[src/rtl/key_pkg.sv]
// Shared types and constants for the key event reader.
// The KEY_AUTOREPEAT_EN build option is implemented in key_debounce_ch and key_event_reader.
package key_pkg;

    // Key index width in queued events, wide enough for the 16-key maximum.
    localparam int KEY_IDX_W    = 4;
    localparam int DB_LIMIT_MIN = 2;

    typedef struct packed {
        logic [KEY_IDX_W-1:0] key;
        logic                 press;
    } key_evt_t;

endpackage

[src/rtl/key_debounce_ch.sv]
// One button channel: 2-flop synchronizer, debounce counter, clean level and edge pulses.
// Optional KEY_AUTOREPEAT_EN adds a repeat counter that emits extra press events while held.
module key_debounce_ch
    import key_pkg::*;
#(
    parameter int          DB_CNT_W = 24,
    parameter int unsigned DB_LIMIT = 24'h0F4240
`ifdef KEY_AUTOREPEAT_EN
    ,
    parameter int unsigned RPT_DELAY  = 24'h2FAF08,
    parameter int unsigned RPT_PERIOD = 24'h0F4240
`endif
) (
    input  logic clk,
    input  logic rst,
    input  logic i_key_raw,
    output logic o_key_state,
    output logic o_press_pulse,
    output logic o_release_pulse,
    output logic o_evt_fire,
    output logic o_evt_press
);

    localparam int unsigned DB_LIMIT_EFF =
        (DB_LIMIT < DB_LIMIT_MIN) ? DB_LIMIT_MIN : DB_LIMIT;

    logic                r_sync1;
    logic                r_sync2;
    logic [DB_CNT_W-1:0] r_cnt;
    logic                r_state;
    logic                r_press_pulse;
    logic                r_release_pulse;
    logic                w_differ;
    logic                w_accept;

    assign w_differ = r_sync2 ^ r_state;
    assign w_accept = w_differ && (r_cnt == DB_CNT_W'(DB_LIMIT_EFF - 1));

    always_ff @(posedge clk) begin
        if (rst) begin
            r_sync1         <= 1'b0;
            r_sync2         <= 1'b0;
            r_cnt           <= '0;
            r_state         <= 1'b0;
            r_press_pulse   <= 1'b0;
            r_release_pulse <= 1'b0;
        end else begin
            r_sync1         <= i_key_raw;
            r_sync2         <= r_sync1;
            r_press_pulse   <= w_accept && !r_state;
            r_release_pulse <= w_accept && r_state;
            // Any return to the accepted level restarts the stability window.
            if (!w_differ || w_accept) begin
                r_cnt <= '0;
            end else begin
                r_cnt <= r_cnt + 1'b1;
            end
            if (w_accept) begin
                r_state <= !r_state;
            end
        end
    end

    assign o_key_state     = r_state;
    assign o_press_pulse   = r_press_pulse;
    assign o_release_pulse = r_release_pulse;

`ifdef KEY_AUTOREPEAT_EN
    localparam int unsigned RPT_MAX = (RPT_DELAY > RPT_PERIOD) ? RPT_DELAY : RPT_PERIOD;
    localparam int          RPT_W   = $clog2(RPT_MAX + 1);

    logic [RPT_W-1:0] r_rpt_cnt;
    logic             r_rpt_first;
    logic             w_rpt_fire;

    assign w_rpt_fire = r_state && (r_rpt_cnt == (r_rpt_first ? RPT_W'(RPT_DELAY - 1)
                                                                : RPT_W'(RPT_PERIOD - 1)));

    always_ff @(posedge clk) begin
        if (rst || !r_state || w_accept) begin
            r_rpt_cnt   <= '0;
            r_rpt_first <= 1'b1;
        end else if (w_rpt_fire) begin
            r_rpt_cnt   <= '0;
            r_rpt_first <= 1'b0;
        end else begin
            r_rpt_cnt <= r_rpt_cnt + 1'b1;
        end
    end

    // An accepted edge takes the slot over a repeat that lands on the same cycle.
    assign o_evt_fire  = w_accept || w_rpt_fire;
    assign o_evt_press = w_accept ? !r_state : 1'b1;
`else
    assign o_evt_fire  = w_accept;
    assign o_evt_press = !r_state;
`endif

endmodule

[src/rtl/key_event_reader.sv]
// Debounced push-button reader: per-key level/pulses plus a valid/ready event queue.
// Define KEY_AUTOREPEAT_EN to add auto-repeat press events while a key is held.
module key_event_reader
    import key_pkg::*;
#(
    parameter int          NUM_KEYS   = 5,
    parameter int          DB_CNT_W   = 24,
    parameter int unsigned DB_LIMIT   = 24'h0F4240,
    parameter int          FIFO_DEPTH = 4,
`ifdef KEY_AUTOREPEAT_EN
    parameter int unsigned RPT_DELAY  = 24'h2FAF08,
    parameter int unsigned RPT_PERIOD = 24'h0F4240,
`endif
    localparam int         EVT_KEY_W  = (NUM_KEYS > 1) ? $clog2(NUM_KEYS) : 1
) (
    input  logic                 clk,
    input  logic                 rst,
    input  logic [NUM_KEYS-1:0]  key_raw,
    output logic [NUM_KEYS-1:0]  key_state,
    output logic [NUM_KEYS-1:0]  press_pulse,
    output logic [NUM_KEYS-1:0]  release_pulse,
    output logic                 evt_valid,
    output logic [EVT_KEY_W-1:0] evt_key,
    output logic                 evt_press,
    input  logic                 evt_ready,
    output logic                 overflow
);

    localparam int PTR_W = $clog2(FIFO_DEPTH);

    logic [NUM_KEYS-1:0] w_fire;
    logic [NUM_KEYS-1:0] w_fire_press;

    for (genvar gi = 0; gi < NUM_KEYS; gi++) begin : g_ch
        key_debounce_ch #(
            .DB_CNT_W (DB_CNT_W),
            .DB_LIMIT (DB_LIMIT)
`ifdef KEY_AUTOREPEAT_EN
            ,
            .RPT_DELAY (RPT_DELAY),
            .RPT_PERIOD(RPT_PERIOD)
`endif
        ) u_ch (
            .clk            (clk),
            .rst            (rst),
            .i_key_raw      (key_raw[gi]),
            .o_key_state    (key_state[gi]),
            .o_press_pulse  (press_pulse[gi]),
            .o_release_pulse(release_pulse[gi]),
            .o_evt_fire     (w_fire[gi]),
            .o_evt_press    (w_fire_press[gi])
        );
    end

    logic [NUM_KEYS-1:0]  r_pend_v;
    logic [NUM_KEYS-1:0]  r_pend_p;
    logic                 r_overflow;
    key_evt_t             r_mem [FIFO_DEPTH];
    logic [PTR_W-1:0]     r_wr_ptr;
    logic [PTR_W-1:0]     r_rd_ptr;
    logic [PTR_W:0]       r_count;

    logic                 w_any;
    logic [KEY_IDX_W-1:0] w_sel;
    logic                 w_sel_press;
    logic [NUM_KEYS-1:0]  w_sel_oh;
    logic                 w_full;
    logic                 w_push;
    logic                 w_pop;
    logic [NUM_KEYS-1:0]  w_grant;
    logic [NUM_KEYS-1:0]  w_drop;
    logic [NUM_KEYS-1:0]  w_set;

    // Fixed priority: scanning downward leaves the lowest valid index selected.
    always_comb begin
        w_any       = 1'b0;
        w_sel       = '0;
        w_sel_press = 1'b0;
        w_sel_oh    = '0;
        for (int i = NUM_KEYS - 1; i >= 0; i--) begin
            if (r_pend_v[i]) begin
                w_any       = 1'b1;
                w_sel       = KEY_IDX_W'(i);
                w_sel_press = r_pend_p[i];
                w_sel_oh    = NUM_KEYS'(1) << i;
            end
        end
    end

    // Handshake: an entry transfers on any cycle where evt_valid && evt_ready;
    // the head fields hold steady while evt_valid is high and evt_ready is low.
    // Full is judged before the pop, so a same-cycle pop never frees a push slot.
    assign w_full    = (r_count == (PTR_W + 1)'(FIFO_DEPTH));
    assign w_push    = w_any && !w_full;
    assign w_pop     = evt_valid && evt_ready;
    assign w_grant   = w_push ? w_sel_oh : '0;
    assign w_drop    = w_fire & r_pend_v & ~w_grant;
    assign w_set     = w_fire & ~w_drop;

    always_ff @(posedge clk) begin
        if (rst) begin
            r_pend_v   <= '0;
            r_pend_p   <= '0;
            r_overflow <= 1'b0;
        end else begin
            r_pend_v   <= (r_pend_v & ~w_grant) | w_set;
            r_pend_p   <= (r_pend_p & ~w_set) | (w_fire_press & w_set);
            r_overflow <= r_overflow | (|w_drop);
        end
    end

    always_ff @(posedge clk) begin
        if (rst) begin
            r_wr_ptr <= '0;
            r_rd_ptr <= '0;
            r_count  <= '0;
            for (int i = 0; i < FIFO_DEPTH; i++) begin
                r_mem[i] <= '0;
            end
        end else begin
            if (w_push) begin
                r_mem[r_wr_ptr] <= '{key: w_sel, press: w_sel_press};
                r_wr_ptr        <= r_wr_ptr + 1'b1;
            end
            if (w_pop) begin
                r_rd_ptr <= r_rd_ptr + 1'b1;
            end
            case ({w_push, w_pop})
                2'b10:   r_count <= r_count + 1'b1;
                2'b01:   r_count <= r_count - 1'b1;
                default: r_count <= r_count;
            endcase
        end
    end

    key_evt_t w_head;
    logic     w_unused_key_hi;

    assign w_head          = r_mem[r_rd_ptr];
    assign w_unused_key_hi = ^w_head.key;
    assign evt_valid       = (r_count != '0);
    assign evt_key         = w_head.key[EVT_KEY_W-1:0];
    assign evt_press       = w_head.press;
    assign overflow        = r_overflow;

endmodule
[config.mk]
export PLATFORM = sky130hd
export DESIGN_NAME = key_event_reader
export DESIGN_NICKNAME = d
export VERILOG_FILES = /design/src/rtl/key_pkg.sv /design/src/rtl/key_debounce_ch.sv /design/src/rtl/key_event_reader.sv
export SDC_FILE = /design/constraint.sdc
export NUM_CORES = 1
export LEC_CHECK = 0
export CAP_MARGIN = 25
export CORE_MARGIN = 8
export CORE_UTILIZATION = 60
export CTS_BUF_LIST = sky130_fd_sc_hd__clkbuf_4
export DETAILED_ROUTE_END_ITERATION = 12
export PLACE_DENSITY = 0.79
export SLEW_MARGIN = 20
export SYNTH_ARGS = -nofsm -noshare
export SYNTH_HDL_FRONTEND = slang
export SYNTH_SLANG_ARGS = --single-unit
[constraint.sdc]
create_clock -name clk -period 3.1 [get_ports clk]
set_input_delay 0.775 -clock clk [delete_from_list [all_inputs] [get_ports clk]]
set_output_delay 0.775 -clock clk [all_outputs]
set_load 0.005 [all_outputs]
==> results.ini <==
[run_status]
status = finished, final reports clean

[logic_synthesis]
syn-mean-instance-area_sq_um = 9.06
synth.top_cell.area_share_pct = 42.1
ys_ff_latch = 181
synth_warnings = 0
synth-simple-area-share_pct = 28.4
synth_edf_count = 16
muxShareOfSynthArea_pct = 2.04
synth.distinct_cells = 50
synth_xor_area_share_pct = 13.5
synth_fa_ha_area_share_pct = 1.21
synthCells = 865
synth_compound_area_share_pct = 2.25
syn-num-nets = 880
async_reset_ff_share_pct = 0
ys_top_cells_by_area = dfxtp_1 42%, nor2_1 9.0%, xnor2_1 8.7%, edfxtp_1 6.1%, xor2_1 4.8%
synth_top_family_by_area = simple AND/OR/NAND/NOR gates
yosys_most_used_dff = dfxtp_1
syn_area_sq_mm = 0.00784
yosysSeqAreaShare_pct = 48.3
synth_top_area_cell = dfxtp_1

[cts]
cts_resized = 0
htree_levels = 4
numCtsBuffers = 17
clock_sinks = 181
post_cts_buffers = 0
holdBufCountCts = 0
clk_latency_ns = 0.56
cts_max_path_buffers = 2
cts_tree = done
clk_pin_slew_worst_paths_ns = 0.14
cts-root-buf = clkbuf_4

[die]
die_x_um = 130
io_pins = 29
initial_core_util_pct = 61.9
core-area_sq_mm = 0.0127
rows = 41
die_area_sq_mm = 0.0170
fp.dieH_um = 130

[hold_path]
hold_depth = 1
min_path_type = register to register
worstHoldEndpoint = g_ch[4].u_ch.r_cnt[0]$_SDFF_PP0_
hold_path.startpoint = g_ch[4].u_ch.r_cnt[0]$_SDFF_PP0_

[timing]
finalClockSkew_ns = 0.0204
tns_ns = 0
slew_violations = 0
fin_crit_sh_pct = 91.2
finalCriticalPeriod_ns = 2.83
worst_slack_ns = 0.272
hold_viol_final = 0
final-setup-viol-count = 0
worst-slew-pin-transition_ns = 0.870
rsz0062_at_grt = false
fmax_mhz = 354
relSlewSlack_pct = 41.9

[placed_design]
port_buffers = 28
place_inst = 1024
hpwl_um = 10200
place_ws_ns = 0.270
place_congestion = 0.834

[cells_and_area]
num-nets-final = 886
drive_above_1_share_pct = 5.66
final_cells = 1056
antenna_cells = 0
synthToLayoutAreaGrowth_pct = 7.92

[setup_path]
ff2ff_setup_slack_ns = 0.50
critPathLaunchType = register
r2r_cells = 9
required_ns = 2.32
worstReg2RegEnd = r_count[2]$_SDFFE_PP0P_
crit_arrival_ns = 2.05
critical_path_class = register to primary output
r2r_start = r_pend_v[2]$_SDFF_PP0_
crit_path_max_fanout = 4
crit_path_end_kind = primary output

[detailed_routing]
num_vias = 5868
drt_wl_total_um = 14700
drc_errors = 0
detail_route.vias_per_cell = 5.56
firstDrtPassIters = 7
detail-route-antenna-nets = 0
wire_per_inst_um = 13.9
drtIter0Drc = 514

[power_and_ir_drop]
p_leak_nw = 2.60
powerDensity_mw_per_mm2 = 469
peakVddDrop_v = 0.000386
finalPower_mw = 3.97

[grt]
grt_pass1_vias = 5598
grt_first_pass_wirelength_um = 24700
grt_max_degree = 49
grt_usage_pct = 17.9
grt.overflow.total = 0
grt_antenna_before_repair = 0

[run]
maxCapViolations = 0

layout make-up:
class	count	area [sq um]
clock inverter	15	225
fill	1013	4210
tap	172	215
sequential	181	3780
timing repair buffer	29	283
clock buffer	17	128
inverter	29	109
multi-input combinational	613	3720
registers in the layout, summed over array words and instances, names as in the netlist, named ones only:
| register | count |
|---|---|
| g_ch.u_ch.r_cnt | 120 |
| r_mem | 16 |
| g_ch.u_ch.o_key_state | 5 |
| g_ch.u_ch.o_press_pulse | 5 |
| g_ch.u_ch.o_release_pulse | 5 |
| g_ch.u_ch.r_sync1 | 5 |
| g_ch.u_ch.r_sync2 | 5 |
| r_pend_v | 5 |
| r_count | 3 |
| r_rd_ptr | 2 |
| r_wr_ptr | 2 |
| overflow | 1 |
worst max-delay path by stage:
stage / end / startpoint / slack [ns] / depth (start not counted)
6_report: evt_key[1] / register / 0.27 / 2
5_1_grt: evt_key[1] / register / 0.14 / 2
3_3_place_gp: r_count[2]$_SDFFE_PP0P_ / evt_ready / 0.40 / 8
3_5_place_dp: r_count[2]$_SDFFE_PP0P_ / evt_ready / 0.27 / 8
4_1_cts: evt_key[1] / register / 0.20 / 2
2_1_floorplan: r_count[2]$_SDFFE_PP0P_ / r_pend_v[2]$_SDFF_PP0_ / 0.67 / 10
cell usage in the layout (no fill, tap or decap), types with 3 or more instances in the layout:
master	instances
nand2_1	51
and4_1	14
nor2b_1	14
nor3_1	32
mux2i_1	7
xnor2_1	78
o21ai_0	8
and2_1	5
mux4_2	4
xor2_1	43
inv_1	29
and3_1	13
a21oi_1	11
clkbuf_4	17
or4_1	4
nor2_1	187
nor4b_1	6
nand4_1	30
bufinv_16	5
nor3b_1	5
edfxtp_1	16
dfxtp_1	165
ha_1	6
or4b_4	3
clkinvlp_4	4
inv_6	3
clkdlybuf4s50_1	27
nand3_1	41
or3_1	12
nor4_1	16
where the power goes:
part / switching, mW / leakage [nW] / internal [mW]
logic: 0.0347 / 0.927 / 0.0207
registers: 0.00664 / 1.50 / 2.37
clock network: 0.806 / 0.175 / 0.726
cells by family (layout without fill, tap and decap cells):
kind of cell,after synthesis,count (layout)
adders and majority gates,7,7
AOI/OAI and AO/OA,29,29
and+or+nand+nor,445,445
muxes,11,11
xor gates and xnor gates,121,121
DFF,181,181
buffers and inverters,71,90
synthesized netlist by cell type (all sizes together), types with 6 or more instances:
master,instances
nor4b,8
xnor2,78
nand2,51
buf,26
clkbuf,16
o21ai,8
mux2i,7
ha,6
nor2,187
xor2,43
nor4,17
inv,29
nand4,30
or3,12
a21oi,11
nor2b,14
nor3,32
edfxtp,16
and3,13
nand3,41
and4,15
dfxtp,165
metrics by stage:
stage,utilization [%],hold slack [ns],area (sq um)
finish,66.8,0.446,8460
floorplan,-,0.413,7840
CTS,66.8,0.450,8460
global placement,64.0,0.417,8110
detailed placement,64.0,0.427,8110
global route,66.8,0.476,8460
per-layer routing:
| metal | up-vias | part of all wire, % | track usage, % |
|---|---|---|---|
| met3 | 21 | 3.5 | 3.47 |
| met5 | - | 0 | 0 |
| met2 | 102 | 50 | 31.1 |
| met4 | 0 | 1.8 | 7.86 |
| li1 | 2928 | - | - |
| met1 | 2817 | 45 | 20.9 |
critical path, cell delays in order, from the launching register on:
cell             delay (ns)
dfxtp_1                0.49
mux4_2                 0.54
clkdlybuf4s50_1        0.46
No activity file was read; power rests on OpenSTA's default activity.
